===== src/rtl/sync_fifo_param.sv =====
// sync_fifo_param: parametrised single-clock FIFO with occupancy count,
// almost-full/almost-empty thresholds and registered status outputs.
// Optional feature: define SYNC_FIFO_ERR_FLAGS_EN to build the sticky
// overflow/underflow flags (cleared by err_clr). Without it both flags
// are tied low and err_clr is ignored.
module sync_fifo_param #(
    parameter int DATA_WIDTH    = 9,
    parameter int ADDR_WIDTH    = 4,
    parameter int AFULL_THRESH  = 12,
    parameter int AEMPTY_THRESH = 4
) (
    input  logic                  clk,
    input  logic                  rst,
    input  logic [DATA_WIDTH-1:0] data_write,
    input  logic                  write_enable,
    input  logic                  read_enable,
    input  logic                  err_clr,
    output logic [DATA_WIDTH-1:0] data_read,
    output logic                  rempty,
    output logic                  wfull,
    output logic                  almost_full,
    output logic                  almost_empty,
    output logic [ADDR_WIDTH:0]   fill_count,
    output logic                  overflow,
    output logic                  underflow
);

    localparam int DEPTH = 2 ** ADDR_WIDTH;

    // Count-width constants so every comparison is width-matched.
    localparam logic [ADDR_WIDTH:0] C_ZERO   = {(ADDR_WIDTH+1){1'b0}};
    localparam logic [ADDR_WIDTH:0] C_ONE    = {{ADDR_WIDTH{1'b0}}, 1'b1};
    localparam logic [ADDR_WIDTH:0] C_DEPTH  = {1'b1, {ADDR_WIDTH{1'b0}}};
    localparam logic [ADDR_WIDTH:0] C_AFULL  = AFULL_THRESH[ADDR_WIDTH:0];
    localparam logic [ADDR_WIDTH:0] C_AEMPTY = AEMPTY_THRESH[ADDR_WIDTH:0];

    // Storage and state
    logic [DATA_WIDTH-1:0] r_mem [DEPTH];
    logic [ADDR_WIDTH:0]   r_wptr;
    logic [ADDR_WIDTH:0]   r_rptr;
    logic [ADDR_WIDTH:0]   r_count;
    logic [DATA_WIDTH-1:0] r_data_read;
    logic                  r_rempty;
    logic                  r_wfull;
    logic                  r_afull;
    logic                  r_aempty;

    logic                  w_wr_acc;
    logic                  w_rd_acc;
    logic [ADDR_WIDTH:0]   w_count_nxt;

    // Accept decisions use the registered flags only, so a write is never
    // accepted while full even if a read frees a slot on the same edge.
    assign w_wr_acc = write_enable & ~r_wfull;
    assign w_rd_acc = read_enable & ~r_rempty;

    // Next occupancy: +1 write-only, -1 read-only, otherwise unchanged.
    always_comb begin
        w_count_nxt = r_count;
        case ({w_wr_acc, w_rd_acc})
            2'b10:   w_count_nxt = r_count + C_ONE;
            2'b01:   w_count_nxt = r_count - C_ONE;
            default: w_count_nxt = r_count;
        endcase
    end

    // Memory array write port; the array itself is never reset.
    always_ff @(posedge clk) begin
        if (w_wr_acc && !rst) begin
            r_mem[r_wptr[ADDR_WIDTH-1:0]] <= data_write;
        end
    end

    // Pointers, count, read data and status flags (flags track post-edge count).
    always_ff @(posedge clk) begin
        if (rst) begin
            r_wptr      <= C_ZERO;
            r_rptr      <= C_ZERO;
            r_count     <= C_ZERO;
            r_data_read <= {DATA_WIDTH{1'b0}};
            r_rempty    <= 1'b1;
            r_wfull     <= 1'b0;
            r_afull     <= 1'b0;
            r_aempty    <= 1'b1;
        end else begin
            if (w_wr_acc) begin
                r_wptr <= r_wptr + C_ONE;
            end
            if (w_rd_acc) begin
                r_rptr      <= r_rptr + C_ONE;
                r_data_read <= r_mem[r_rptr[ADDR_WIDTH-1:0]];
            end
            r_count  <= w_count_nxt;
            r_rempty <= (w_count_nxt == C_ZERO);
            r_wfull  <= (w_count_nxt == C_DEPTH);
            r_afull  <= (w_count_nxt >= C_AFULL);
            r_aempty <= (w_count_nxt <= C_AEMPTY);
        end
    end

    assign data_read    = r_data_read;
    assign rempty       = r_rempty;
    assign wfull        = r_wfull;
    assign almost_full  = r_afull;
    assign almost_empty = r_aempty;
    assign fill_count   = r_count;

`ifdef SYNC_FIFO_ERR_FLAGS_EN
    logic r_overflow;
    logic r_underflow;

    // Sticky error flags; a new error event wins over err_clr on the same edge.
    always_ff @(posedge clk) begin
        if (rst) begin
            r_overflow  <= 1'b0;
            r_underflow <= 1'b0;
        end else begin
            if (write_enable && r_wfull) begin
                r_overflow <= 1'b1;
            end else if (err_clr) begin
                r_overflow <= 1'b0;
            end else begin
                r_overflow <= r_overflow;
            end
            if (read_enable && r_rempty) begin
                r_underflow <= 1'b1;
            end else if (err_clr) begin
                r_underflow <= 1'b0;
            end else begin
                r_underflow <= r_underflow;
            end
        end
    end

    assign overflow  = r_overflow;
    assign underflow = r_underflow;
`else
    // err_clr has no function in this build.
    logic w_unused_err_clr;
    assign w_unused_err_clr = err_clr;
    assign overflow  = 1'b0;
    assign underflow = 1'b0;
`endif

endmodule


===== config.mk =====
export PLATFORM = sky130hd
export DESIGN_NAME = sync_fifo_param
export DESIGN_NICKNAME = d
export VERILOG_FILES = /design/src/rtl/sync_fifo_param.sv
export SDC_FILE = /design/constraint.sdc
export NUM_CORES = 1
export LEC_CHECK = 0
export CAP_MARGIN = 10
export CELL_PAD_IN_SITES_DETAIL_PLACEMENT = 0
export CELL_PAD_IN_SITES_GLOBAL_PLACEMENT = 1
export CORE_MARGIN = 5
export CORE_UTILIZATION = 46
export DETAILED_ROUTE_END_ITERATION = 7
export GPL_ROUTABILITY_DRIVEN = 1
export PLACE_DENSITY_LB_ADDON = 0.2
export SYNTH_ARGS = -nofsm -noshare
export SYNTH_HDL_FRONTEND = slang
export SYNTH_SLANG_ARGS = --single-unit

===== constraint.sdc =====
create_clock -name clk -period 3.9 [get_ports clk]
set_input_delay 1.17 -clock clk [delete_from_list [all_inputs] [get_ports clk]]
set_output_delay 1.17 -clock clk [all_outputs]
set_load 0.02 [all_outputs]

==> impl_metrics.yaml, run 1 <==
detailed_routing:
  first_pass_iters: 4
  vias: 3531
  wire_per_inst_um: 21.5
  ant_nets: 0
  drt_iter0_drc: 305
  via_per_inst: 5.57
  drc: 0
  wirelength_um: 13600
clock_tree:
  hold_buffers: 0
  cts_buffer_depth: 2
  cts.reportedPaths.clkPinSlew_ns: 0.06
  cts_tree: "done"
  postCtsSetupBuffers: 0
  clk-insertion-delay-late_ns: 0.42
  ctsResizeCount: 0
  clockRootBuffer: "clkbuf_16"
  htree_levels: 4
  cts_buffers: 17
  clock-sinks: 170
yosys:
  synthCells: 387
  synth-edff-count: 144
  yosysUniqueCellTypes: 51
  ys_warn_count: 0
  synth_area_mm2: 0.00675
  ys_seq_area_share_pct: 71.8
  ys_async_sr_fraction_pct: 0
  ys.flop_type: "edfxtp_1"
  syn_area_per_cell_um2: 17.4
  yosys_register_bits: 170
final_layout:
  final_cell_mix: "edfxtp_1, nor2_1, mux4_2, clkdlybuf4s50_1, dfxtp_1"
  mostFrequentLayoutCell: "edfxtp_1"
  synthToLayoutAreaGrowth_pct: 18.1
  final_util_pct: 55.0
  n_antenna_cell: 0
  final_nets: 459
  fillCellCount: 1122
  drive_above_1_share_pct: 21.8
setup_path:
  startpoint_type: "primary input"
  crit_fanout: 5
  cp_top_family: "compound AO/OA/AOI/OAI gates"
  slowest_delay_ns: 0.46
  path_class: "primary input to flip-flop"
  cp_slowest_cell: "clkdlybuf4s50_1"
  crit_arrival_ns: 3.55
  worstSetupEndpointType: "flip-flop"
  cp.required_ns: 4.22
  crit_buf_inv: 2
  cp_cell_sequence: "clkdlybuf4s50_1 -> nor2b_4 -> inv_6 -> nand2_1 -> xnor2_1 -> ha_1 -> nor3b_1 -> o21ai_0 -> a31o_2 -> a211o_1 -> a2111oi_2"
die:
  io_pins: 34
  initial_core_util_pct: 46.6
  die-area_mm2: 0.0172
  num_rows: 44
  die_h_um: 131
  die_width_um: 131
  core_area_mm2: 0.0145
power_and_ir_drop:
  peakVddDrop_mv: 0.315
  leakagePower_nw: 2.59
  powerDensity_mw_per_mm2: 585
run_status:
  status: "complete, no violations"
grt:
  grt.total_usage_pct: 16.7
  grt_first_pass_wirelength_um: 21400
  grt_pass1_vias: 3663
  antenna_found_initial: 0
  grt_max_degree: 40
  overflow: 0
placement:
  routabilityCongestion: 0.775
  port_buffers: 30
  hpwl_um: 8450
sta:
  rsz0062_at_grt: "false"
  finalSetupTns_ns: 0
  worst_pin_slew_ns: 0.893
  fmax_mhz: 309
  finalMaxSlewViolations: 0
  post-route-min-period_ns: 3.23
  setup_violations: 0
  finalClockSkew_ns: 0.00578
  fin_crit_sh_pct: 82.9
  hold_violations: 0
  max-slew-margin-rel_pct: 40.4
hold_path:
  hold_class: "flip-flop to flip-flop"
job:
  maxCapViolCount: 0
stage by stage:
step                      hold WS, ns  worst slack [ns]  total power, mW  instances  cell area, um^2
after floorplan                 0.482             0.760             2.69        388             6760
after global placement          0.469             0.271             2.92        603             7340
after detailed placement        0.474             0.241             2.92        603             7340
after CTS                       0.488             0.669             4.72        634             7970
after global routing            0.512             0.474             4.87        634             7970
final                           0.485             0.668             4.66        634             7970
logic make-up (layout without fill, tap and decap cells):
| logic type | Yosys count | after routing | share of synthesized area, % |
|---|---|---|---|
| buffers and inverters | 29 | 91 | 2.28 |
| xor gates and xnor gates | 8 | 8 | 1.04 |
| other | 1 | 2 | 0.0555 |
| AOI/OAI and AO/OA | 60 | 60 | 6.08 |
| muxes | 37 | 37 | 12.2 |
| and+or+nand+nor | 75 | 75 | 5.34 |
| adders and majority gates | 7 | 7 | 1.30 |
| DFF | 170 | 170 | 71.8 |
cell type report:
type	count	area, um^2	area share [%]
clock inverters	12	195	2.45
well taps	184	230	2.89
clock buffers	19	433	5.43
repair buffers	54	480	6.03
multi-input cells	189	1760	22.0
inverters	6	28.8	0.361
flip-flops and latches	170	4850	60.8
sequential cells by signal (all words and copies together), names as in the netlist:
name          count
almost_full       1
r_wptr            4
fill_count        5
wfull             1
r_mem           144
almost_empty      1
data_read         9
r_rptr            4
rempty            1
layer usage:
layer | track usage [%] | vias up | wire (um)
met1 | 23.0 | 1786 | 5780
met3 | 4.82 | 6 | 1110
met4 | 5.25 | 0 | 103
met5 | 0 | - | 0
li1 | - | 1629 | -
met2 | 25.7 | 110 | 6620
report_power, final:
part	internal, mW	switching (mW)	total, mW
combinational	0.378	0.370	0.747
sequential	2.04	0.0905	2.13
clock	1.13	0.655	1.79
synthesized netlist by cell type, types with 4 or more instances:
master	number	area, um^2
mux4_2	36	811
nor2_1	37	139
inv_1	4	15.0
buf_1	4	15.0
clkbuf_1	8	30.0
xor2_1	5	43.8
dfxtp_1	26	521
ha_1	7	87.6
buf_4	5	37.5
a21oi_1	24	120
nor3_1	5	25.0
a22oi_1	19	143
nand2_1	13	48.8
edfxtp_1	144	4320
path summary, 6_finish.rpt:
| path | from | end | slack (ns) | cells after the start |
|---|---|---|---|---|
| max | write_enable | wfull | 0.67 | 11 |
| min | data_read[4] | data_read[4] | 0.48 | 2 |
| max reg2reg | r_rptr[0] | data_read[1] | 1.52 | 6 |
| min reg2reg | data_read[4] | data_read[4] | 0.48 | 2 |
worst register-to-register path, stage by stage (launching register included):
cell     delay (ns)
dfxtp_2        0.81
buf_4          0.38
mux4_2         0.53
a22oi_1        0.25
a21oi_1        0.12
a21oi_1        0.13
nor2_1         0.05
Note: power is estimated with default switching activity, not from simulation.
==> run 2: changes to the inputs <==
==> constraint.sdc (replaced) <==
create_clock -name clk -period 3.05 [get_ports clk]
set_input_delay 0.915 -clock clk [delete_from_list [all_inputs] [get_ports clk]]
set_output_delay 0.915 -clock clk [all_outputs]
set_load 0.02 [all_outputs]
==> impl_metrics.yaml, run 2 (synthesis results as in run 1) <==
detailed_routing:
  vias: 3581
  first_pass_iters: 5
  via_per_inst: 5.58
  ant_nets: 0
  wirelength_um: 13400
  drt_iter0_drc: 351
  drc: 0
  wire_per_inst_um: 20.9
grt:
  grt.total_usage_pct: 16.4
  grt_pass1_vias: 3680
  overflow: 0
  grt_max_degree: 40
  antenna_found_initial: 0
  grt_first_pass_wirelength_um: 21400
final_layout:
  n_antenna_cell: 0
  synthToLayoutAreaGrowth_pct: 19.0
  largest_reg_flops: 144
  mostFrequentLayoutCell: "edfxtp_1"
  final_util_pct: 55.5
  drive_above_1_share_pct: 24.2
  fin_cells: 642
  final_area_mm2: 0.00803
  final_cell_mix: "edfxtp_1, nor2_1, mux4_2, clkdlybuf4s50_1, buf_4"
  final_nets: 466
clock_tree:
  clk-insertion-delay-late_ns: 0.43
  cts.reportedPaths.clkPinSlew_ns: 0.06
  cts_buffer_depth: 2
  cts_tree: "done"
  clock-sinks: 170
  cts_buffers: 17
  htree_levels: 4
  clockRootBuffer: "clkbuf_16"
placement:
  dp_slack_ns: -0.328
  dp_cells: 609
  port_buffers: 30
  placed_area_mm2: 0.00741
  routabilityCongestion: 0.813
  hpwl_um: 8340
die:
  core_area_mm2: 0.0145
  die_h_um: 131
  initial_core_util_pct: 46.6
  die_width_um: 131
  io_pins: 34
  num_rows: 44
  die-area_mm2: 0.0172
sta:
  worst_hold_slack_ns: 0.497
  post-route-min-period_ns: 2.93
  fmax_mhz: 341
  setup_violations: 0
  fin_crit_sh_pct: 96.2
  worst_pin_slew_ns: 0.849
  finalSetupTns_ns: 0
  setup_ws_ns: 0.117
  hold_violations: 0
  max-slew-margin-rel_pct: 43.3
  rsz0062_at_grt: "false"
  finalMaxSlewViolations: 0
  finalClockSkew_ns: 0.00766
setup_path:
  slowest_delay_ns: 0.52
  r2r-end: "rempty"
  worst_r2r_path_depth: 11
  startpoint_type: "primary input"
  cp_cell_sequence: "clkdlybuf4s50_1 -> nor2b_4 -> inv_6 -> nand2_1 -> xnor2_1 -> ha_2 -> buf_4 -> a21oi_2 -> a21boi_2 -> or4_4 -> and3_1 -> a41o_1"
  crit_arrival_ns: 3.24
  path_class: "primary input to flip-flop"
  cp.required_ns: 3.36
  worstSetupEndpointType: "flip-flop"
  reg2reg_from: "wfull"
  cp_slowest_cell: "or4_4"
  crit_fanout: 5
  regToRegSetupSlack_ns: 0.75
power_and_ir_drop:
  p_total_mw: 5.93
  peakVddDrop_mv: 0.427
  powerDensity_mw_per_mm2: 739
  leakagePower_nw: 2.63
hold_path:
  min_to: "data_read[4]"
  hold_class: "flip-flop to flip-flop"
  holdPathStages: 2
  min-delay-start: "data_read[4]"
job:
  maxCapViolCount: 0
run_status:
  status: "complete, no violations"
-- run 2: cell count changes in the layout (fill, tap and decap cells not counted), sizes merged --
cell    delta
buf        +7
clkbuf     -2
inv        +5
bufinv     -2
-- run 2: metal layers --
metal / up-vias / wire length [um] / global-route usage [%]
li1: 1645 / - / -
met1: 1816 / 6020 / 22.5
met2: 108 / 6580 / 25.9
met3: 12 / 651 / 3.90
met4: 0 / 185 / 5.54
met5: - / 0 / 0
-- run 2: worst max path at each step --
stage | startpoint | endpoint | slack, ns | cells past startpoint
2_1_floorplan | write_enable | wfull | 0.16 | 11
3_3_place_gp | write_enable | wfull | -0.29 | 11
3_5_place_dp | write_enable | wfull | -0.33 | 11
4_1_cts | write_enable | wfull | 0.12 | 11
5_1_grt | write_enable | wfull | 0.03 | 11
6_report | write_enable | rempty | 0.12 | 12
-- run 2: power by group --
group	switching [mW]	internal (mW)	leakage, nW
Sequential	0.0732	2.61	1.51
Combinational	0.519	0.519	0.820
Clock	0.912	1.30	0.297
Total	1.50	4.43	2.63
-- run 2: worst max-delay path, delay by kind of cell --
family	cells	cell delay, ns
AND/OR/NAND/NOR	4	0.96
buffers and inverters	3	0.62
AO/OA/AOI/OAI	3	0.43
adder cells (fa/ha/maj)	1	0.21
XOR/XNOR	1	0.11
-- run 2: final cells by class --
cell class / instances / area, um^2
Clock inverter: 15 / 185
Sequential cell: 170 / 4850
Inverter: 6 / 28.8
Timing Repair Buffer: 61 / 558
Fill cell: 1154 / 6450
Tap cell: 184 / 230
Multi-Input combinational cell: 189 / 1760
Clock buffer: 17 / 425
-- run 2: repair_timing --
| action | CTS | global route |
|---|---|---|
| hold endpoints to repair | 0 | 0 |
| endpoints found under the setup margin | 0 | 1 |
| gates resized for setup | 0 | 1 |
| setup buffers | 0 | 1 |
| hold buffers | 0 | 0 |
